## src/rtl/hazard_stall_ctrl.sv

```systemverilog
// hazard_stall_ctrl: freeze/flush/bubble sequencing for a 5-stage MIPS pipeline.
// Control outputs are combinational (same cycle); the watchdog and counters are registered.
// Optional feature macro FORWARDING_EN: when defined, only load-use hazards stall.
module hazard_stall_ctrl #(
  parameter int unsigned MAX_WAIT = 64,
  parameter int unsigned CNT_W    = 16
) (
  input  logic             clk,
  input  logic             rst,
  input  logic [4:0]       id_src1,
  input  logic [4:0]       id_src2,
  input  logic             id_two_src,
  input  logic [4:0]       ex_dest,
  input  logic             ex_wb_en,
  input  logic             ex_mem_read,
  input  logic [4:0]       mem_dest,
  input  logic             mem_wb_en,
  input  logic             br_taken,
  input  logic             mem_req,
  input  logic             mem_ready,
  output logic             pc_freeze,
  output logic             ifid_freeze,
  output logic             ifid_flush,
  output logic             idex_bubble,
  output logic             pipe_freeze,
  output logic             in_mem_wait,
  output logic             mem_timeout,
  output logic [CNT_W-1:0] stall_cycles,
  output logic [CNT_W-1:0] flush_count
);

  typedef enum logic {
    RUN      = 1'b0,
    MEM_WAIT = 1'b1
  } state_e;

  localparam logic [15:0] WAIT_LAST = 16'(MAX_WAIT - 1);

  state_e           state_q;
  logic [15:0]      wait_cnt_q;
  logic             mem_timeout_q;
  logic [CNT_W-1:0] stall_cnt_q;
  logic [CNT_W-1:0] flush_cnt_q;

  logic mem_stall;
  logic hazard;

  // Register 0 is hard-wired zero, so a dependency on it is never real.
  function automatic logic src_match(input logic [4:0] d, input logic [4:0] s1,
                                     input logic [4:0] s2, input logic two);
    return (d != 5'd0) && ((d == s1) || (two && (d == s2)));
  endfunction

  assign mem_stall = mem_req & ~mem_ready;

`ifdef FORWARDING_EN
  // ALU results are forwarded; only a load in EX cannot supply its data in time.
  logic unused_fwd;
  assign unused_fwd = ^{mem_dest, mem_wb_en};
  assign hazard = ex_mem_read & ex_wb_en & src_match(ex_dest, id_src1, id_src2, id_two_src);
`else
  // No bypass network: any pending write in EX or MEM blocks the reader in ID.
  logic unused_nofwd;
  assign unused_nofwd = ex_mem_read;
  assign hazard = (ex_wb_en  & src_match(ex_dest,  id_src1, id_src2, id_two_src))
                | (mem_wb_en & src_match(mem_dest, id_src1, id_src2, id_two_src));
`endif

  // Stage-register controls, priority memory wait > taken branch > data hazard.
  always_comb begin
    pc_freeze   = 1'b0;
    ifid_freeze = 1'b0;
    ifid_flush  = 1'b0;
    idex_bubble = 1'b0;
    pipe_freeze = 1'b0;
    if (!rst) begin
      if (mem_stall) begin
        // Whole pipe holds; a taken branch stays in frozen EX and acts after release.
        pc_freeze   = 1'b1;
        ifid_freeze = 1'b1;
        pipe_freeze = 1'b1;
      end else if (br_taken) begin
        // Wrong-path ID instruction is squashed, so its hazard is irrelevant.
        ifid_flush  = 1'b1;
        idex_bubble = 1'b1;
      end else if (hazard) begin
        pc_freeze   = 1'b1;
        ifid_freeze = 1'b1;
        idex_bubble = 1'b1;
      end
    end
  end

  // RUN/MEM_WAIT sequencing with the saturating wait counter and sticky timeout.
  always_ff @(posedge clk or posedge rst) begin
    if (rst) begin
      state_q       <= RUN;
      wait_cnt_q    <= 16'd0;
      mem_timeout_q <= 1'b0;
    end else begin
      case (state_q)
        RUN: begin
          wait_cnt_q <= 16'd0;
          if (mem_stall) begin
            state_q <= MEM_WAIT;
          end
        end
        MEM_WAIT: begin
          if (mem_ready) begin
            state_q    <= RUN;
            wait_cnt_q <= 16'd0;
          end else begin
            if (wait_cnt_q != 16'hFFFF) begin
              wait_cnt_q <= wait_cnt_q + 16'd1;
            end
            // Flag only; the stall itself continues until the SRAM answers.
            if (wait_cnt_q >= WAIT_LAST) begin
              mem_timeout_q <= 1'b1;
            end
          end
        end
        default: state_q <= RUN;
      endcase
    end
  end

  // Saturating performance counters of freeze and flush cycles.
  always_ff @(posedge clk or posedge rst) begin
    if (rst) begin
      stall_cnt_q <= '0;
      flush_cnt_q <= '0;
    end else begin
      if (pc_freeze && (stall_cnt_q != '1)) begin
        stall_cnt_q <= stall_cnt_q + CNT_W'(1);
      end
      if (ifid_flush && (flush_cnt_q != '1)) begin
        flush_cnt_q <= flush_cnt_q + CNT_W'(1);
      end
    end
  end

  assign in_mem_wait  = (state_q == MEM_WAIT);
  assign mem_timeout  = mem_timeout_q;
  assign stall_cycles = stall_cnt_q;
  assign flush_count  = flush_cnt_q;

endmodule

```

## config.mk

```make
export PLATFORM = sky130hd
export DESIGN_NAME = hazard_stall_ctrl
export DESIGN_NICKNAME = d
export VERILOG_FILES = /design/src/rtl/hazard_stall_ctrl.sv
export SDC_FILE = /design/constraint.sdc
export NUM_CORES = 1
export LEC_CHECK = 0
export ABC_AREA = 1
export CAP_MARGIN = 40
export CORE_MARGIN = 1
export CORE_UTILIZATION = 50
export CTS_BUF_LIST = sky130_fd_sc_hd__clkbuf_4 sky130_fd_sc_hd__clkbuf_8
export DETAILED_ROUTE_END_ITERATION = 10
export PLACE_DENSITY = 0.8
export SYNTH_ARGS = -nofsm -noshare
export SYNTH_HDL_FRONTEND = slang
export SYNTH_SLANG_ARGS = --single-unit
```

## constraint.sdc

```tcl
create_clock -name clk -period 2.95 [get_ports clk]
set_clock_uncertainty 0.1 [all_clocks]
set_input_delay 0.59 -clock clk [delete_from_list [all_inputs] [get_ports clk]]
set_output_delay 0.59 -clock clk [all_outputs]
set_load 0.05 [all_outputs]
```

==> metrics.yaml, run 1 <==
status: "finished, final reports clean"
multi_input_area_um2: 1680
powerDensity_nw_per_um2: 519
drc: 0
cts.clk_slew.worst_paths_ns: 0.09
cts_hold_buf: 0
cts_max_level: 2
crit_path_start_kind: "primary input"
grt_overflow: 0
ys.warnings.count: 0
layout.nets: 563
core-area_um2: 6060
antenna_cells: 0
switching_power_w: 0.000831
vdd_drop_max_uv: 689
dieArea_um2: 6720
tightest_slew_ns: 0.628
clock_latency_ns: 0.30
placement.io_buffers: 66
synth_cell_types: 33
holdCritPathClass: "flip-flop to flip-flop"
rsz0062_at_grt: "no"
clockPowerShare_pct: 23.1
async_reset_ff_share_pct: 100
finalHoldViolations: 0
cts_inserted_buffers: 5
final_util_pct: 67.3
die_w_um: 82.0
grt_pass1_wl_um: 12600
finalCritPeriodShare_pct: 93.9
period_needed_ns: 2.77
syn_nets: 494
rows: 28
setup_viol: 0
layout_setup_ws_ns: 0.179
power_leakage_nw: 2.00
antenna_found_initial: 0
synth-seq-cells: 50
path_class: "primary input to output pin"
avgSynthCellArea_um2: 6.92
ant_nets: 0
relSlewSlack_pct: 58.1
gp_congestion: 0.897
cp.arrival_ns: 2.08
firstDrtPassIters: 4
syn_area_um2: 3200
cts_tree: "yes"
power.share.sequential_pct: 41.1
final_cell_mix: "158 x nand2_1, 61 x clkdlybuf4s50_1, 55 x inv_1"
grt_max_degree: 51
endpoint_kind: "output pin"
max_freq_mhz: 361
ys_seq_area_share_pct: 39.1
drive_gt1_share_pct: 6.39
cts_root_buf: "clkbuf_8"
routedWlPerCell_um: 12.4
synth_top_flop_cell: "dfrtp_1"
tns_ns: 0
fillers: 524
initial_core_util_pct: 52.7
io_pins: 68
cts_resized: 0
postCtsSetupRepairBufs: 0
grt_pass1_vias: 2923
fp.dieH_um: 82.0
num_vias: 3125
p_sw_share_pct: 39.3
drv_cap: 0
cts_sinks: 50
area_growth_pct: 27.5
vias_per_cell: 5.15
hpwlAfterDp_um: 5790
synth-edff-count: 0
detailedPlace.worstSlack_ns: 0.186
p_int_w: 0.00128
cts_buffer_depth: 2
seqCellArea_um2: 1250
postSynthCellCount: 462
pwr-share-comb_pct: 35.8
grtUsageTotal_pct: 24.0
worstPathMaxFanout: 3
critPathRequiredTime_ns: 2.26
slew_viol_final: 0
wirelength_um: 7500
initialDrtViolationCount: 160
layout_commonest_cell: "nand2_1"
## kinds of logic after synthesis
| group | count (synthesis) | share of synthesized area, % |
|---|---|---|
| simple gates | 287 | 38.8 |
| buf+inv | 69 | 8.57 |
| flops | 50 | 39.1 |
| xor+xnor | 29 | 7.95 |
| compound gates | 24 | 4.34 |
| fa+ha+maj | 3 | 1.17 |
## cell type report
class	count	area share, %
multi-input combinational	343	41.1
inverter	63	5.89
tap	75	2.30
sequential	50	30.7
timing repair buffer	68	17.2
clock buffer	6	1.87
clock inverter	2	0.921
## flip-flops by register name, indices dropped and copies added (netlist names)
register      cells
flush_count      16
in_mem_wait       1
mem_timeout       1
stall_cycles     16
wait_cnt_q       16
## metrics by stage
stage / cells / hold WS, ns / total power (W) / area, um^2
2_1_floorplan: 462 / 0.367 / 0.00136 / 3210
3_3_place_gp: 599 / 0.360 / 0.00162 / 3960
6_report: 607 / 0.384 / 0.00211 / 4080
4_1_cts: 607 / 0.394 / 0.00213 / 4080
5_1_grt: 607 / 0.420 / 0.00223 / 4080
3_5_place_dp: 599 / 0.370 / 0.00164 / 3960
## worst max-delay path, cell delays in order
cell	delay, ns
clkdlybuf4s50_1	0.52
inv_1	0.09
nand2_1	0.06
nand2_1	0.05
nor2_1	0.12
nand3_1	0.09
nand2_1	0.07
nand2_1	0.07
nand2_1	0.07
nand2_1	0.05
nand2_2	0.15
buf_12	0.16
## path summary, 6_finish.rpt
path	startpoint	end	slack, ns	cells past startpoint
min reg2reg	mem_timeout$_DFFE_PP0P_	mem_timeout$_DFFE_PP0P_	0.38	1
max reg2reg	stall_cycles[0]$_DFFE_PP0P_	stall_cycles[0]$_DFFE_PP0P_	0.67	9
min in group asynchronous	rst	flush_count[13]$_DFFE_PP0P_	0.80	3
max	ex_dest[0]	pc_freeze	0.18	12
min	mem_timeout$_DFFE_PP0P_	mem_timeout$_DFFE_PP0P_	0.38	1
max in group asynchronous	rst	stall_cycles[9]$_DFFE_PP0P_	1.52	3
## cell usage after synthesis, types with 4 or more instances
cell | instances | share of area [%]
inv_1 | 56 | 6.6
nand4_1 | 15 | 2.9
nor3_1 | 14 | 2.2
nand2_1 | 158 | 19
xor2_1 | 21 | 5.8
a21oi_1 | 7 | 1.1
nor4_1 | 4 | 0.78
xnor2_1 | 8 | 2.2
nand3_1 | 40 | 6.3
dfrtp_1 | 50 | 39
inv_2 | 6 | 0.70
o21ai_1 | 8 | 1.3
nor2_1 | 45 | 5.3
## layer usage
metal	part of all wire (%)	GRT usage (%)	routed length [um]	vias up
met3	6.4	5.56	482	4
met5	0	0	0	-
met2	49	43.1	3660	93
met1	44	29.3	3310	1421
li1	-	-	-	1607
met4	0.60	4.39	45	0
## power groups by stage
stage	clock network, W	logic [W]	registers [W]
after floorplan	0	0.000242	0.00112
after global placement	0	0.000746	0.000874
after detailed placement	0	0.000761	0.000880
after CTS	0.000499	0.000762	0.000868
after global routing	0.000525	0.000818	0.000884
final	0.000489	0.000756	0.000869
No activity file was read; power rests on OpenSTA's default activity.
==> run 2, diff against run 1 <==
Settings changed: SKIP_CTS_REPAIR_TIMING set to 1.
==> results of run 2 <==
No change in the layout: final DEF, timing and power equal those of run 1.
